### src/rtl/priority_select_pipe.sv
// Priority-encoded operand select feeding a 2-entry output skid buffer.
// Optional feature: define SELMUX_LOCK_EN to add the lock port and locked_idx register.
module priority_select_pipe #(
    parameter  int WIDTH    = 32,
    parameter  int CHANNELS = 3,
    localparam int IDXW     = $clog2(CHANNELS)
) (
    input  logic                      clk,
    input  logic                      rst_n,
    input  logic [CHANNELS*WIDTH-1:0] in_data,
    input  logic [CHANNELS-2:0]       in_sel,
    input  logic                      in_valid,
    output logic                      in_ready,
`ifdef SELMUX_LOCK_EN
    input  logic                      lock,
`endif
    output logic [WIDTH-1:0]          out_data,
    output logic [IDXW-1:0]           out_idx,
    output logic                      out_valid,
    input  logic                      out_ready
);

    typedef enum logic [1:0] {EMPTY, ONE, TWO} state_t;

    state_t            state, state_nxt;
    logic              push, pop;
    logic              load_head_new, load_head_skid, load_skid;
    logic [IDXW-1:0]   pri_idx, sel_idx;
    logic [WIDTH-1:0]  sel_data;
    logic [WIDTH-1:0]  skid_data;
    logic [IDXW-1:0]   skid_idx;

    assign push = in_valid && in_ready;
    assign pop  = out_valid && out_ready;

    // Highest set control bit wins; later loop iterations override earlier ones.
    always_comb begin
        pri_idx = '0;
        for (int j = 1; j < CHANNELS; j++) begin
            if (in_sel[j-1]) pri_idx = IDXW'(j);
        end
    end

`ifdef SELMUX_LOCK_EN
    logic [IDXW-1:0] locked_idx;

    always_ff @(posedge clk) begin
        if (!rst_n)              locked_idx <= '0;
        else if (push && !lock)  locked_idx <= pri_idx;
    end

    assign sel_idx = lock ? locked_idx : pri_idx;
`else
    assign sel_idx = pri_idx;
`endif

    always_comb begin
        sel_data = '0;
        for (int k = 0; k < CHANNELS; k++) begin
            if (IDXW'(k) == sel_idx) sel_data = in_data[k*WIDTH +: WIDTH];
        end
    end

    // NOTE: every output of an always_comb gets a default first, so no path leaves it unassigned and no latch is inferred.
    always_comb begin
        state_nxt      = state;
        load_head_new  = 1'b0;
        load_head_skid = 1'b0;
        load_skid      = 1'b0;
        case (state)
            EMPTY: begin
                if (push) begin
                    state_nxt     = ONE;
                    load_head_new = 1'b1;
                end
            end
            ONE: begin
                case ({push, pop})
                    2'b10: begin
                        state_nxt = TWO;
                        load_skid = 1'b1;
                    end
                    2'b01:   state_nxt     = EMPTY;
                    2'b11:   load_head_new = 1'b1;
                    default: state_nxt     = ONE;
                endcase
            end
            TWO: begin
                if (pop) begin
                    state_nxt      = ONE;
                    load_head_skid = 1'b1;
                end
            end
            default: state_nxt = EMPTY;
        endcase
    end

    // NOTE: sequential state uses non-blocking assignments so every register samples pre-edge values.
    // Handshake flags come from the next state, keeping in_ready free of any out_ready path.
    always_ff @(posedge clk) begin
        if (!rst_n) begin
            state     <= EMPTY;
            out_valid <= 1'b0;
            in_ready  <= 1'b1;
        end else begin
            state     <= state_nxt;
            out_valid <= (state_nxt != EMPTY);
            in_ready  <= (state_nxt != TWO);
        end
    end

    // NOTE: the data registers are reset too, because the head must read zero after reset.
    always_ff @(posedge clk) begin
        if (!rst_n) begin
            out_data  <= '0;
            out_idx   <= '0;
            skid_data <= '0;
            skid_idx  <= '0;
        end else begin
            if (load_head_new) begin
                out_data <= sel_data;
                out_idx  <= sel_idx;
            end else if (load_head_skid) begin
                out_data <= skid_data;
                out_idx  <= skid_idx;
            end
            if (load_skid) begin
                skid_data <= sel_data;
                skid_idx  <= sel_idx;
            end
        end
    end

endmodule
### config.mk
export PLATFORM = sky130hd
export DESIGN_NAME = priority_select_pipe
export DESIGN_NICKNAME = d
export VERILOG_FILES = /design/src/rtl/priority_select_pipe.sv
export SDC_FILE = /design/constraint.sdc
export NUM_CORES = 1
export LEC_CHECK = 0
export ABC_AREA = 0
export BUFFER_PORTS_ARGS = -buffer_cell sky130_fd_sc_hd__buf_2
export CORE_ASPECT_RATIO = 1.2
export CORE_UTILIZATION = 45
export CTS_CLUSTER_SIZE = 12
export DETAILED_ROUTE_END_ITERATION = 12
export GPL_TIMING_DRIVEN = 0
export PLACE_DENSITY_LB_ADDON = 0.12
export SLEW_MARGIN = 10
export SYNTH_ARGS = -nofsm -noshare
export SYNTH_HDL_FRONTEND = slang
export SYNTH_SLANG_ARGS = --single-unit
### constraint.sdc
create_clock -name clk -period 1.6 [get_ports clk]
set_input_delay 0.32 -clock clk [delete_from_list [all_inputs] [get_ports clk]]
set_output_delay 0.32 -clock clk [all_outputs]
set_load 0.05 [all_outputs]
* After elaboration in Yosys (flattened, before gate mapping)
Cells that the tools add are included.
Word-level totals: register bits after elaboration 72, input port bits 102, output and inout port bits 36, word-level logic and storage cells 41
Cells by class: equality and inequality tests 8, muxes and demuxes 20, reductions and logical operators 6
Operators by type and width (number):
- two-way mux 32 bit | 5
- one-hot mux 2 bit (3 select lines) | 2
- two-way mux 2 bit | 5
- two-way mux 1 bit | 7
- == test 2 bit (second input constant) | 3
- == test 2 x 1 -> 1 bit (second input constant) | 2
- logical NOT 2 bit | 2
- nonzero test 2 bit | 2
- == test 1 x 2 -> 1 bit (first input constant) | 1
- == test 2 bit (first input constant) | 1
- logical AND 1 bit | 2
- != test 2 bit (second input constant) | 1
- one-hot mux 1 bit (2 select lines) | 1

* Logic depth before layout (Yosys ltp)
Gate-level depths: netlist of run 1.
depth after elaboration 7, gate-level depth with buffers 5, gate-level depth less buffers 3

* Least setup slack after synthesis of run 1
Ideal clock, no wire load.
path type register to register, from register out_valid, to register out_data[18], setup time 0.124 ns, data arrival time 1.502 ns, data required time 1.476 ns, setup slack -0.027 ns, stages on the path, launching flop included 5, path buffers 1, clock period less this slack 1.627 ns, cells stage by stage dfxtp_1 -> and4b_4 -> buf_6 -> mux2i_1 -> o22ai_1
Between the ends: longest elaborated chain between the ends 5, elaborated cells on any way between the ends 8, those cells by class eq/ne (1); mux (5); reduce/logical (2)
RTL lines:
- start, declared | RTL line 19 | output logic out_valid,
- start signal, assigned | RTL line 107 | out_valid <= (state_nxt != EMPTY);
- logical AND 1 bit (*) | RTL line 34 | assign pop = out_valid && out_ready;
- == test 2 bit | RTL line 78 | case ({push, pop})
- two-way mux 1 bit | RTL line 78
- one-hot mux 1 bit (2 select lines) | RTL line 70 | case (state)
- two-way mux 32 bit or nonzero test 2 bit (tied branches)
- end signal, assigned | RTL line 121 | out_data <= sel_data;
- end signal, assigned | RTL line 124 | out_data <= skid_data;
- end, declared | RTL line 17 | output logic [WIDTH-1:0] out_data,
Mark *: on every way between the ends. The rest lies on a longest branch, timed or not. A chain may end at the register's enable or synchronous reset.

* Final worst setup path of run 1
from register state[0], to register skid_data[11]
Between the ends: longest elaborated chain between the ends 2
RTL lines:
- start, declared | RTL line 25 | state_t state, state_nxt;
- start signal, assigned | RTL line 106 | state <= state_nxt;
- == test 2 x 1 -> 1 bit | RTL line 70
- two-way mux 1 bit | RTL line 70
- end signal, assigned | RTL line 128 | skid_data <= sel_data;
- end, declared | RTL line 30 | logic [WIDTH-1:0] skid_data;
No other way between the ends.

==> out/summary.log, run 1 <==
[global_routing] number of global-route vias before repair 3,201
[sta] number of slew-limit violations in the final report 0
[run] max-cap violations 0
[floorplan] number of placement rows 34
[sta] Final Hold Vio Count 0
[global_routing] largest net degree at the start of global routing 13
[worst_hold_path] kind of path behind the tightest hold check in2reg
[place] DP HPWL 7010 um
[sta] slew at the pin closest to its max-slew limit 556 ps
[cells_and_area] fraction of final layout cells sized beyond drive strength 1 0.433
[floorplan] boundary pin count 138
[clocking] quantity of hold-fixing buffers added after cts 0
[sta] post-route worst hold slack 301 ps
[place] routability congestion estimate from global placement 0.805
[cells_and_area] number of fill cells in the layout 669
[global_routing] global-route wire length before repair 15,300 um
[routing] via count 3,367
[global_routing] number of antenna violations at the first check in global routing 1
[sta] min cycle time layout 1520 ps
[critical_path] Critical Path Source Type register
[synthesis] part of the Yosys area used for sequential elements 0.417
[synthesis] FF+latch count, synth 72
[power] maximum vdd drop 0.000594 V
[run_status] run status finished, final reports clean
[routing] average wire per cell in the routed design 16.4 um
[sta] fmax 658 MHz
[global_routing] final global-route overflow total 0
[sta] part of the cycle the worst path needs 0.950
[clocking] count of clock tree sinks 72
[power] leak pwr 0.00197 uW
[power] PD cells 1060 mW/mm^2
[critical_path] Critical Path Fanout Max 10
[cells_and_area] area taken by multi-input logic gates 0.00184 sq mm
[routing] number of search-and-repair iterations in the first detailed-routing pass 4
[place] number of cells after detailed placement 574
[cells_and_area] final antenna diode count 0
[synthesis] Net Count, Synth 451
[clocking] CTS root buf sky130_fd_sc_hd__clkbuf_8
[sta] post-route clock skew 11.1 ps
[synthesis] number of flops mapped to enable cells by yosys 0
[critical_path] type of the worst setup path reg2reg
[critical_path] element type at the critical path end register
[global_routing] GRT Resource Usage Total 0.248
[synthesis] Syn Area/Cell 9.89 sq um
[clocking] number of H-tree levels 3
[cells_and_area] Final Non-Filler Cells 589
[clocking] count of cells resized by post-cts repair 0
[cells_and_area] Register Area 0.00144 sq mm
[floorplan] Initial Util 0.469
[clocking] number of buffers created by CTS 9
[critical_path] crit path DAT 1740 ps
[power] Final Total Pwr 4710 uW
[floorplan] die area 0.00803 sq mm
[cells_and_area] most common library cell in the layout ignoring fill and taps sky130_fd_sc_hd__buf_2
[critical_path] required time of the critical path 1820 ps
[synthesis] count of yosys warnings during synthesis 0
[cells_and_area] post-synthesis to final-layout area growth 29.0%
[sta] Max-slew headroom 0.629
[place] number of buffers added on ports 135
[routing] routed wire length 9630 um
[clocking] maximum count of clock buffers along a single path 2
[cells_and_area] most frequent cells in the layout sky130_fd_sc_hd__buf_2, sky130_fd_sc_hd__dfxtp_1, sky130_fd_sc_hd__mux2i_1, sky130_fd_sc_hd__o22ai_1, sky130_fd_sc_hd__nand2_1
[clocking] post-CTS setup buffer count 0
[sta] aggregate negative setup slack 0 ps
[sta] number of setup violations in the final report 0
[clocking] worst-skew pair later-pin latency 350 ps
[routing] Initial DRC Count 216
[clocking] clock-pin transition on the worst setup and hold timing paths 80 ps
[critical_path] worst-case register-to-register setup slack 80 ps
[floorplan] core area 0.00736 sq mm
[floorplan] die span in y 98.0 um
[routing] DRC errors left 0
[synthesis] count of cell types in the netlist 34
[synthesis] Async S/R FF share, synth 0
[synthesis] number of instances in the synthesized netlist 349
[floorplan] horizontal die dimension 82.0 um
[routing] mean number of vias per cell 5.72
[clocking] TritonCTS clock tree yes
[synthesis] Netlist Area Pre-Place 0.00345 sq mm
[synthesis] Post-synth top flop sky130_fd_sc_hd__dfxtp_1
[cells_and_area] # nets final 597
[routing] post-route ant nets 0
[final cells by class]
cell class	count	area share
clock inverters	5	0.0129
flip-flops and latches	72	0.324
inverters	1	0.000843
repair buffers	135	0.152
multi-input cells	245	0.414
plain buffers	31	0.0407
clock buffers	10	0.0309
well taps	90	0.0253
[through the flow]
step	setup WS (ps)	cell area, sq um	utilization
after floorplan	25.1	3450	-
after global placement	-52.0	4240	0.577
after detailed placement	-62.7	4240	0.577
after CTS	91.7	4440	0.603
after global routing	-11.0	4450	0.605
final	80.0	4450	0.605
[state kept, by name, indices dropped and copies added, names as in the netlist]
signal     count
out_idx        2
skid_data     32
skid_idx       2
out_data      32
in_ready       1
out_valid      1
state          2
[worst max-delay path: stages (launching register included)]
cell and delay [ps]:
sky130_fd_sc_hd__dfxtp_1 420, sky130_fd_sc_hd__a21bo_2 300, sky130_fd_sc_hd__nor2_2 280, sky130_fd_sc_hd__clkbuf_4 300
sky130_fd_sc_hd__o22ai_1 90
[final timing paths]
path	start	end	depth (start not counted)
max	state[0]	skid_data[11]	4
max reg2reg	state[0]	skid_data[11]	4
min reg2reg	skid_data[28]	skid_data[28]	2
min	in_data[64]	out_data[0]	3
[synthesized netlist by cell type (2+ instances only)]
cell type,instances,share of area
sky130_fd_sc_hd__dfxtp_1,72,0.42
sky130_fd_sc_hd__mux2i_1,50,0.14
sky130_fd_sc_hd__o22ai_1,50,0.091
sky130_fd_sc_hd__nand2_1,38,0.041
sky130_fd_sc_hd__mux2_2,32,0.10
sky130_fd_sc_hd__nand3_1,31,0.045
sky130_fd_sc_hd__buf_2,20,0.029
sky130_fd_sc_hd__o221ai_1,14,0.036
sky130_fd_sc_hd__clkbuf_1,6,0.0065
sky130_fd_sc_hd__a21oi_1,4,0.0058
sky130_fd_sc_hd__o21ai_0,3,0.0043
sky130_fd_sc_hd__a311oi_1,2,0.0051
sky130_fd_sc_hd__buf_4,2,0.0043
sky130_fd_sc_hd__nand3_2,2,0.0058
sky130_fd_sc_hd__nor2b_1,2,0.0036
sky130_fd_sc_hd__nor3_1,2,0.0029
sky130_fd_sc_hd__o21a_1,2,0.0043
[cells by family (layout without fill, tap and decap cells)]
logic type	count (synthesis)	count (layout)	share of synthesized area
flip-flops	72	72	0.417
AO/OA/AOI/OAI	81	81	0.163
multiplexers	82	82	0.249
AND/OR/NAND/NOR	82	82	0.119
buffers and inverters	32	182	0.0511
[metal layers]
metal	track usage	part of all wire
met1	0.309	0.43
met2	0.406	0.48
met3	0.0645	0.066
met4	0.0850	0.022
met5	0	0.0013
[where the power goes]
part           total [uW]  switching, uW  leakage [uW]  internal [uW]
Combinational        1230            798       0.00130            435
Sequential           2040           90.5      0.000588           1950
Clock                1440            688     0.0000904            751
No activity file was read; power rests on OpenSTA's default activity.
==> run 2: changes to the inputs <==
--- a/config.mk
+++ b/config.mk
@@ -12,7 +12,7 @@
 export CTS_CLUSTER_SIZE = 12
 export DETAILED_ROUTE_END_ITERATION = 12
 export GPL_TIMING_DRIVEN = 0
-export PLACE_DENSITY_LB_ADDON = 0.12
+export PLACE_DENSITY_LB_ADDON = 0.15
 export SLEW_MARGIN = 10
 export SYNTH_ARGS = -nofsm -noshare
 export SYNTH_HDL_FRONTEND = slang
==> run 2 against run 1 <==
Combinational power hardly changed. Critical path type unchanged. Sequential power about the same. Routed wire length increased by 0.38%. Critical endpoint is now skid_data[20].
==> out/summary.log, run 2 (same netlist as run 1, synthesis figures left out) <==
[routing] average wire per cell in the routed design 16.4 um [+0.21%]
[global_routing] GRT Resource Usage Total 0.259 [+0.0111]
[sta] number of slew-limit violations in the final report 0 [unchanged]
[critical_path] type of the worst setup path reg2reg
[critical_path] Critical Path Fanout Max 10 [unchanged]
[sta] setup repair after global routing missed its margin no
[run_status] run status finished, final reports clean
[cells_and_area] largest registers out_data (32), skid_data (32)
[clocking] TritonCTS clock tree yes
[global_routing] largest net degree at the start of global routing 13 [unchanged]
[power] PD cells 1050 mW/mm^2 [-1.1%]
[clocking] maximum count of clock buffers along a single path 2 [unchanged]
[cells_and_area] most frequent cells in the layout sky130_fd_sc_hd__buf_2, sky130_fd_sc_hd__dfxtp_1, sky130_fd_sc_hd__mux2i_1, sky130_fd_sc_hd__o22ai_1, sky130_fd_sc_hd__nand2_1
[floorplan] number of placement rows 34 [unchanged]
[floorplan] horizontal die dimension 82.0 um [unchanged]
[routing] Initial DRC Count 136 [-37%]
[critical_path] element type at the critical path end register
[sta] Final Hold Vio Count 0 [unchanged]
[cells_and_area] fraction of final layout cells sized beyond drive strength 1 0.430 [-0.00287]
[global_routing] final global-route overflow total 0 [unchanged]
[floorplan] core area 0.00736 sq mm [unchanged]
[clocking] number of H-tree levels 3 [unchanged]
[place] routability congestion estimate from global placement 0.783 [-2.8%]
[clocking] clock-pin transition on the worst setup and hold timing paths 70 ps [about the same]
[critical_path] Critical Path Source Type register
[routing] DRC errors left 0 [unchanged]
[sta] Max-slew headroom 0.640 [+0.0109]
[routing] routed wire length 9670 um [+0.38%]
[clocking] post-CTS setup buffer count 0 [unchanged]
[sta] slew at the pin closest to its max-slew limit 540 ps [-16.3 ps]
[floorplan] Initial Util 0.469 [unchanged]
[sta] number of setup violations in the final report 0 [unchanged]
[run] max-cap violations 0 [unchanged]
[cells_and_area] most common library cell in the layout ignoring fill and taps sky130_fd_sc_hd__buf_2
[worst_hold_path] kind of path behind the tightest hold check in2reg
[global_routing] number of antenna violations at the first check in global routing 0 [-1]
[sta] fmax 664 MHz [+0.86%]
[power] leak pwr 0.00198 uW [+0.25%]
[routing] post-route ant nets 0 [unchanged]
[clocking] worst-skew pair later-pin latency 340 ps [about the same]
[power] maximum vdd drop 0.000706 V [+19%]
[routing] mean number of vias per cell 5.65 [-1.1%]
[routing] number of search-and-repair iterations in the first detailed-routing pass 4 [unchanged]
[sta] min cycle time layout 1510 ps [-12.9 ps]
[sta] least setup slack across all paths after layout 93.0 ps [+12.9 ps]
[cells_and_area] final antenna diode count 0 [unchanged]
[floorplan] die span in y 98.0 um [unchanged]
[clocking] quantity of hold-fixing buffers added after cts 0 [unchanged]
[clocking] number of buffers created by CTS 9 [unchanged]
[floorplan] die area 0.00803 sq mm [unchanged]
[critical_path] crit path DAT 1730 ps [about the same]
[clocking] count of cells resized by post-cts repair 0 [unchanged]
[cells_and_area] post-synthesis to final-layout area growth 28.8%
[sta] part of the cycle the worst path needs 0.942 [-0.00809]
[floorplan] boundary pin count 138 [unchanged]
[clocking] CTS root buf sky130_fd_sc_hd__clkbuf_8
[clocking] count of clock tree sinks 72 [unchanged]
[place] worst-case setup slack after placement -90.2 ps [-27.4 ps]
[global_routing] number of global-route vias before repair 3,378 [+5.5%]
[cells_and_area] # nets final 597 [unchanged]
[place] DP HPWL 7250 um [+3.4%]
[global_routing] global-route wire length before repair 16,000 um [+4.8%]
[routing] via count 3,334 [-0.98%]
[place] number of buffers added on ports 135 [unchanged]
[sta] post-route clock skew 7.14 ps [-3.98 ps]
[critical_path] required time of the critical path 1820 ps [about the same]
[cells_and_area] number of fill cells in the layout 701 [+4.8%]
[power] Final Total Pwr 4660 uW [-1.2%]
==> run 2: changes by cell type in the layout (fill, tap and decap cells not counted), sizes merged <==
cell | before | now
buf | 157 | 158
clkinv | 1 | 4
clkinvlp | 3 | 0
==> run 2: routing by layer <==
metal	vias up	wire length (um)	global-route usage
met5	-	0	0
met3	12	546	0.0458
met1	1600	4030	0.325
met4	0	143	0.0945
li1	1612	-	-
met2	110	4950	0.434
==> run 2: area by class of cell <==
type,instances,area (sq um),share of cell area
plain buffers,31,178,0.0400
clock inverters,5,57.6,0.0129
repair buffers,135,676,0.152
inverters,1,3.75,0.000844
clock buffers,11,131,0.0295
flip-flops and latches,72,1440,0.324
multi-input cells,245,1850,0.415
well taps,90,113,0.0253
==> run 2: per-stage QoR <==
step	cell area (sq um)	setup TNS, ps	hold WS, ps	util	cells
5_1_grt	4450	0	320	0.604	590
4_1_cts	4430	0	306	0.602	590
3_5_place_dp	4240	-1000	462	0.577	574
3_3_place_gp	4240	-403	455	0.577	574
2_1_floorplan	3450	0	446	-	349
6_report	4450	0	313	0.604	590
==> run 2: power breakdown <==
part	internal (uW)	leakage, uW	switching, uW
Sequential	1950	0.000588	93.4
Clock	721	0.0000973	659
Combinational	435	0.00129	795
Total	3110	0.00198	1550
==> run 2: path summary, 6_finish.rpt <==
check / to / slack, ps / depth (start not counted) / startpoint
max: skid_data[20] / 90 / 4 / state[0]
min: skid_data[30] / 310 / 3 / in_data[94]
max reg2reg: skid_data[20] / 90 / 4 / state[0]
min reg2reg: skid_data[13] / 480 / 2 / skid_data[13]
==> run 2: critical path, cell delays in order, from the launching register on <==
cell	delay (ps)
sky130_fd_sc_hd__dfxtp_1	410
sky130_fd_sc_hd__a21bo_2	300
sky130_fd_sc_hd__nor2_2	270
sky130_fd_sc_hd__buf_2	290
sky130_fd_sc_hd__o22ai_1	110
==> run 3: changes to the inputs <==
--- a/config.mk
+++ b/config.mk
@@ -7,8 +7,10 @@
 export LEC_CHECK = 0
 export ABC_AREA = 0
 export BUFFER_PORTS_ARGS = -buffer_cell sky130_fd_sc_hd__buf_2
+export CELL_PAD_IN_SITES_DETAIL_PLACEMENT = 0
+export CELL_PAD_IN_SITES_GLOBAL_PLACEMENT = 2
 export CORE_ASPECT_RATIO = 1.2
-export CORE_UTILIZATION = 45
+export CORE_UTILIZATION = 25
 export CTS_CLUSTER_SIZE = 12
 export DETAILED_ROUTE_END_ITERATION = 12
 export GPL_TIMING_DRIVEN = 0
==> constraint.sdc (replaced) <==
create_clock -name clk -period 1.3 [get_ports clk]
set_input_delay 0.26 -clock clk [delete_from_list [all_inputs] [get_ports clk]]
set_output_delay 0.26 -clock clk [all_outputs]
set_load 0.05 [all_outputs]
==> run 3 against run 2 <==
The flow now finishes with violations (setup timing). Global-route usage fell by 9.5 points. First-iteration DRC count shrank 25%. Power grew 42%. Die area up 78%. Clock skew is 1.0 ps lower. Sequential share of layout area down 2.8 points. Non-clock buffer count is 11 higher. Routed wire length up 19%. Final cell count rose by 15%.
==> out/summary.log, run 3 (same netlist as run 1, synthesis figures left out) <==
[clocking] maximum count of clock buffers along a single path 2 [unchanged]
[floorplan] horizontal die dimension 109 um [+33%]
[critical_path] launching point of the worst reg2reg path state[0]
[critical_path] worst-case register-to-register setup slack -4 ps [-100 ps]
[floorplan] number of placement rows 46 [+35%]
[routing] average wire per cell in the routed design 16.9 um [+3.4%]
[place] number of buffers added on ports 135 [unchanged]
[cells_and_area] final antenna diode count 0 [unchanged]
[critical_path] standard cell with the maximum stage delay on the critical path sky130_fd_sc_hd__and4b_4
[clocking] worst-skew pair later-pin latency 330 ps [about the same]
[critical_path] crit path DAT 1520 ps [-210 ps]
[routing] mean number of vias per cell 4.84 [-14%]
[critical_path] Critical Path Fanout Max 10 [unchanged]
[cells_and_area] largest registers out_data (32), skid_data (32)
[place] routability congestion estimate from global placement 0.733 [-6.4%]
[power] leak pwr 0.00213 uW [+7.8%]
[clocking] clock-pin transition on the worst setup and hold timing paths 60 ps [about the same]
[routing] via count 3,285 [-1.5%]
[cells_and_area] number of fill cells in the layout 1,372 [+96%]
[run_status] run status complete, but fails checks
[critical_path] crit path from state[0]
[cells_and_area] most frequent cells in the layout sky130_fd_sc_hd__buf_2, sky130_fd_sc_hd__dfxtp_1, sky130_fd_sc_hd__o22ai_1
[routing] Initial DRC Count 102 [-25%]
[routing] post-route ant nets 0 [unchanged]
[clocking] quantity of hold-fixing buffers added after cts 0 [unchanged]
[clocking] number of H-tree levels 3 [unchanged]
[place] DP HPWL 8370 um [+16%]
[critical_path] Worst Setup EP out_data[22]
[critical_path] end of the worst register-to-register path out_data[22]
[power] maximum vdd drop 0.000588 V [-17%]
[run] max-cap violations 0 [unchanged]
[global_routing] number of antenna violations at the first check in global routing 0 [unchanged]
[power] Final Total Pwr 6620 uW [+42%]
[floorplan] core area 0.0134 sq mm [+81%]
[sta] post-route clock skew 6.13 ps [-1.01 ps]
[cells_and_area] # nets final 608 [+1.8%]
[global_routing] final global-route overflow total 0 [unchanged]
[sta] Final Hold Vio Count 0 [unchanged]
[clocking] number of buffers created by CTS 9 [unchanged]
[cells_and_area] post-synthesis to final-layout area growth 41.8%
[global_routing] GRT Resource Usage Total 0.164 [-0.0952]
[sta] slew at the pin closest to its max-slew limit 568 ps [+27.6 ps]
[clocking] TritonCTS clock tree yes
[sta] setup repair after global routing missed its margin yes
[critical_path] number of cells on the worst reg-to-reg path 4 [unchanged]
[clocking] count of clock tree sinks 72 [unchanged]
[cells_and_area] fraction of final layout cells sized beyond drive strength 1 0.462 [+0.0318]
[global_routing] largest net degree at the start of global routing 12 [-1]
[sta] part of the cycle the worst path needs 1.00 [+0.0609]
[cells_and_area] Final Util 0.367 [-0.237]
[floorplan] die area 0.0143 sq mm [+78%]
[global_routing] global-route wire length before repair 17,300 um [+8.4%]
[cells_and_area] most common library cell in the layout ignoring fill and taps sky130_fd_sc_hd__buf_2
[sta] min cycle time layout 1300 ps [-203 ps]
[routing] number of search-and-repair iterations in the first detailed-routing pass 6 [+2]
[sta] number of slew-limit violations in the final report 0 [unchanged]
[sta] fmax 767 MHz [+16%]
[critical_path] required time of the critical path 1510 ps [-310 ps]
[critical_path] Critical Path Source Type register
[critical_path] element type at the critical path end register
[routing] routed wire length 11,500 um [+19%]
[power] PD cells 1350 mW/mm^2 [+29%]
[critical_path] slowest cell delay on critical path 370 ps [-40 ps]
[run_status] violated checks setup timing
[routing] DRC errors left 0 [unchanged]
[sta] Max-slew headroom 0.622 [-0.0184]
[clocking] CTS root buf sky130_fd_sc_hd__clkbuf_16
[critical_path] type of the worst setup path reg2reg
[floorplan] Initial Util 0.259 [-0.211]
[sta] number of setup violations in the final report 1 [+1]
[critical_path] Critical Path, Cell by Cell and4b_4, buf_12, mux2i_1, o22ai_1
[worst_hold_path] kind of path behind the tightest hold check in2reg
[floorplan] die span in y 131 um [+33%]
[sta] least setup slack across all paths after layout -3.66 ps [-96.6 ps]
[floorplan] boundary pin count 138 [unchanged]
[global_routing] number of global-route vias before repair 3,280 [-2.9%]
## run 3: cell count changes in the layout (fill, tap and decap cells not counted), moves of 3 or more
cell and change:
sky130_fd_sc_hd__buf_6 +9, sky130_fd_sc_hd__clkbuf_16 +10, sky130_fd_sc_hd__dfxtp_1 -3, sky130_fd_sc_hd__clkbuf_8 -6, sky130_fd_sc_hd__buf_2 -12, sky130_fd_sc_hd__buf_4 +11
## run 3: power by group
part | switching, uW | total, uW | internal [uW]
clock | 914 | 2420 | 1510
sequential | 122 | 2530 | 2410
combinational | 1040 | 1670 | 630
total | 2080 | 6620 | 4550
## run 3: how the worst min path moves through the flow
stage / start / end / slack (ps) / depth (start not counted)
detailed placement: skid_data[11] / skid_data[11] / 460 / 2
CTS: in_data[68] / out_data[4] / 240 / 3
global placement: skid_data[1] / skid_data[1] / 460 / 2
finish: in_data[68] / out_data[4] / 250 / 3
floorplan: skid_data[30] / skid_data[30] / 450 / 2
global route: in_data[68] / out_data[4] / 260 / 3
## run 3: worst max-delay path: cells and delay by family (launching register included)
family                 cells  cell delay, ps
AO/OA/AOI/OAI              1             100
flip-flops                 1             340
buffers and inverters      1             150
AND/OR/NAND/NOR            1             370
multiplexers               1             210
## run 3: timing repair
| item | in CTS | in global routing |
|---|---|---|
| setup endpoints to repair | 66 | 53 |
| cloned | 0 | 1 |
| pin swaps | 3 | 4 |
| buffers inserted | 7 | 3 |
| resized for setup | 33 | 16 |
## run 3: through the flow
| stage | area (sq um) | hold slack [ps] | setup TNS [ps] | worst slack, ps | instances |
|---|---|---|---|---|---|
| 2_1_floorplan | 3460 | 446 | -481 | -38.0 | 349 |
| 3_3_place_gp | 4350 | 456 | -18660 | -367 | 652 |
| 3_5_place_dp | 4350 | 461 | -19800 | -383 | 652 |
| 4_1_cts | 4800 | 239 | -1.84 | -1.84 | 675 |
| 5_1_grt | 4900 | 257 | -532 | -49.9 | 679 |
| 6_report | 4900 | 245 | -3.66 | -3.66 | 679 |
## run 3: routing by layer
| layer | track usage | vias up | share of wire |
|---|---|---|---|
| met5 | 0 | - | 0 |
| met1 | 0.204 | 1529 | 0.46 |
| met3 | 0.0427 | 11 | 0.059 |
| met2 | 0.270 | 105 | 0.46 |
| met4 | 0.0620 | 0 | 0.016 |
| li1 | - | 1640 | - |
## run 3: layout make-up
cell class / count / area [sq um] / share of cell area
Tap cell: 168 / 210 / 0.0429
Timing Repair Buffer: 146 / 758 / 0.155
Inverter: 1 / 3.75 / 0.000766
Buffer: 31 / 280 / 0.0572
Clock inverter: 2 / 10.0 / 0.00204
Multi-Input combinational cell: 245 / 1900 / 0.388
Sequential cell: 72 / 1450 / 0.296
Clock buffer: 14 / 285 / 0.0583
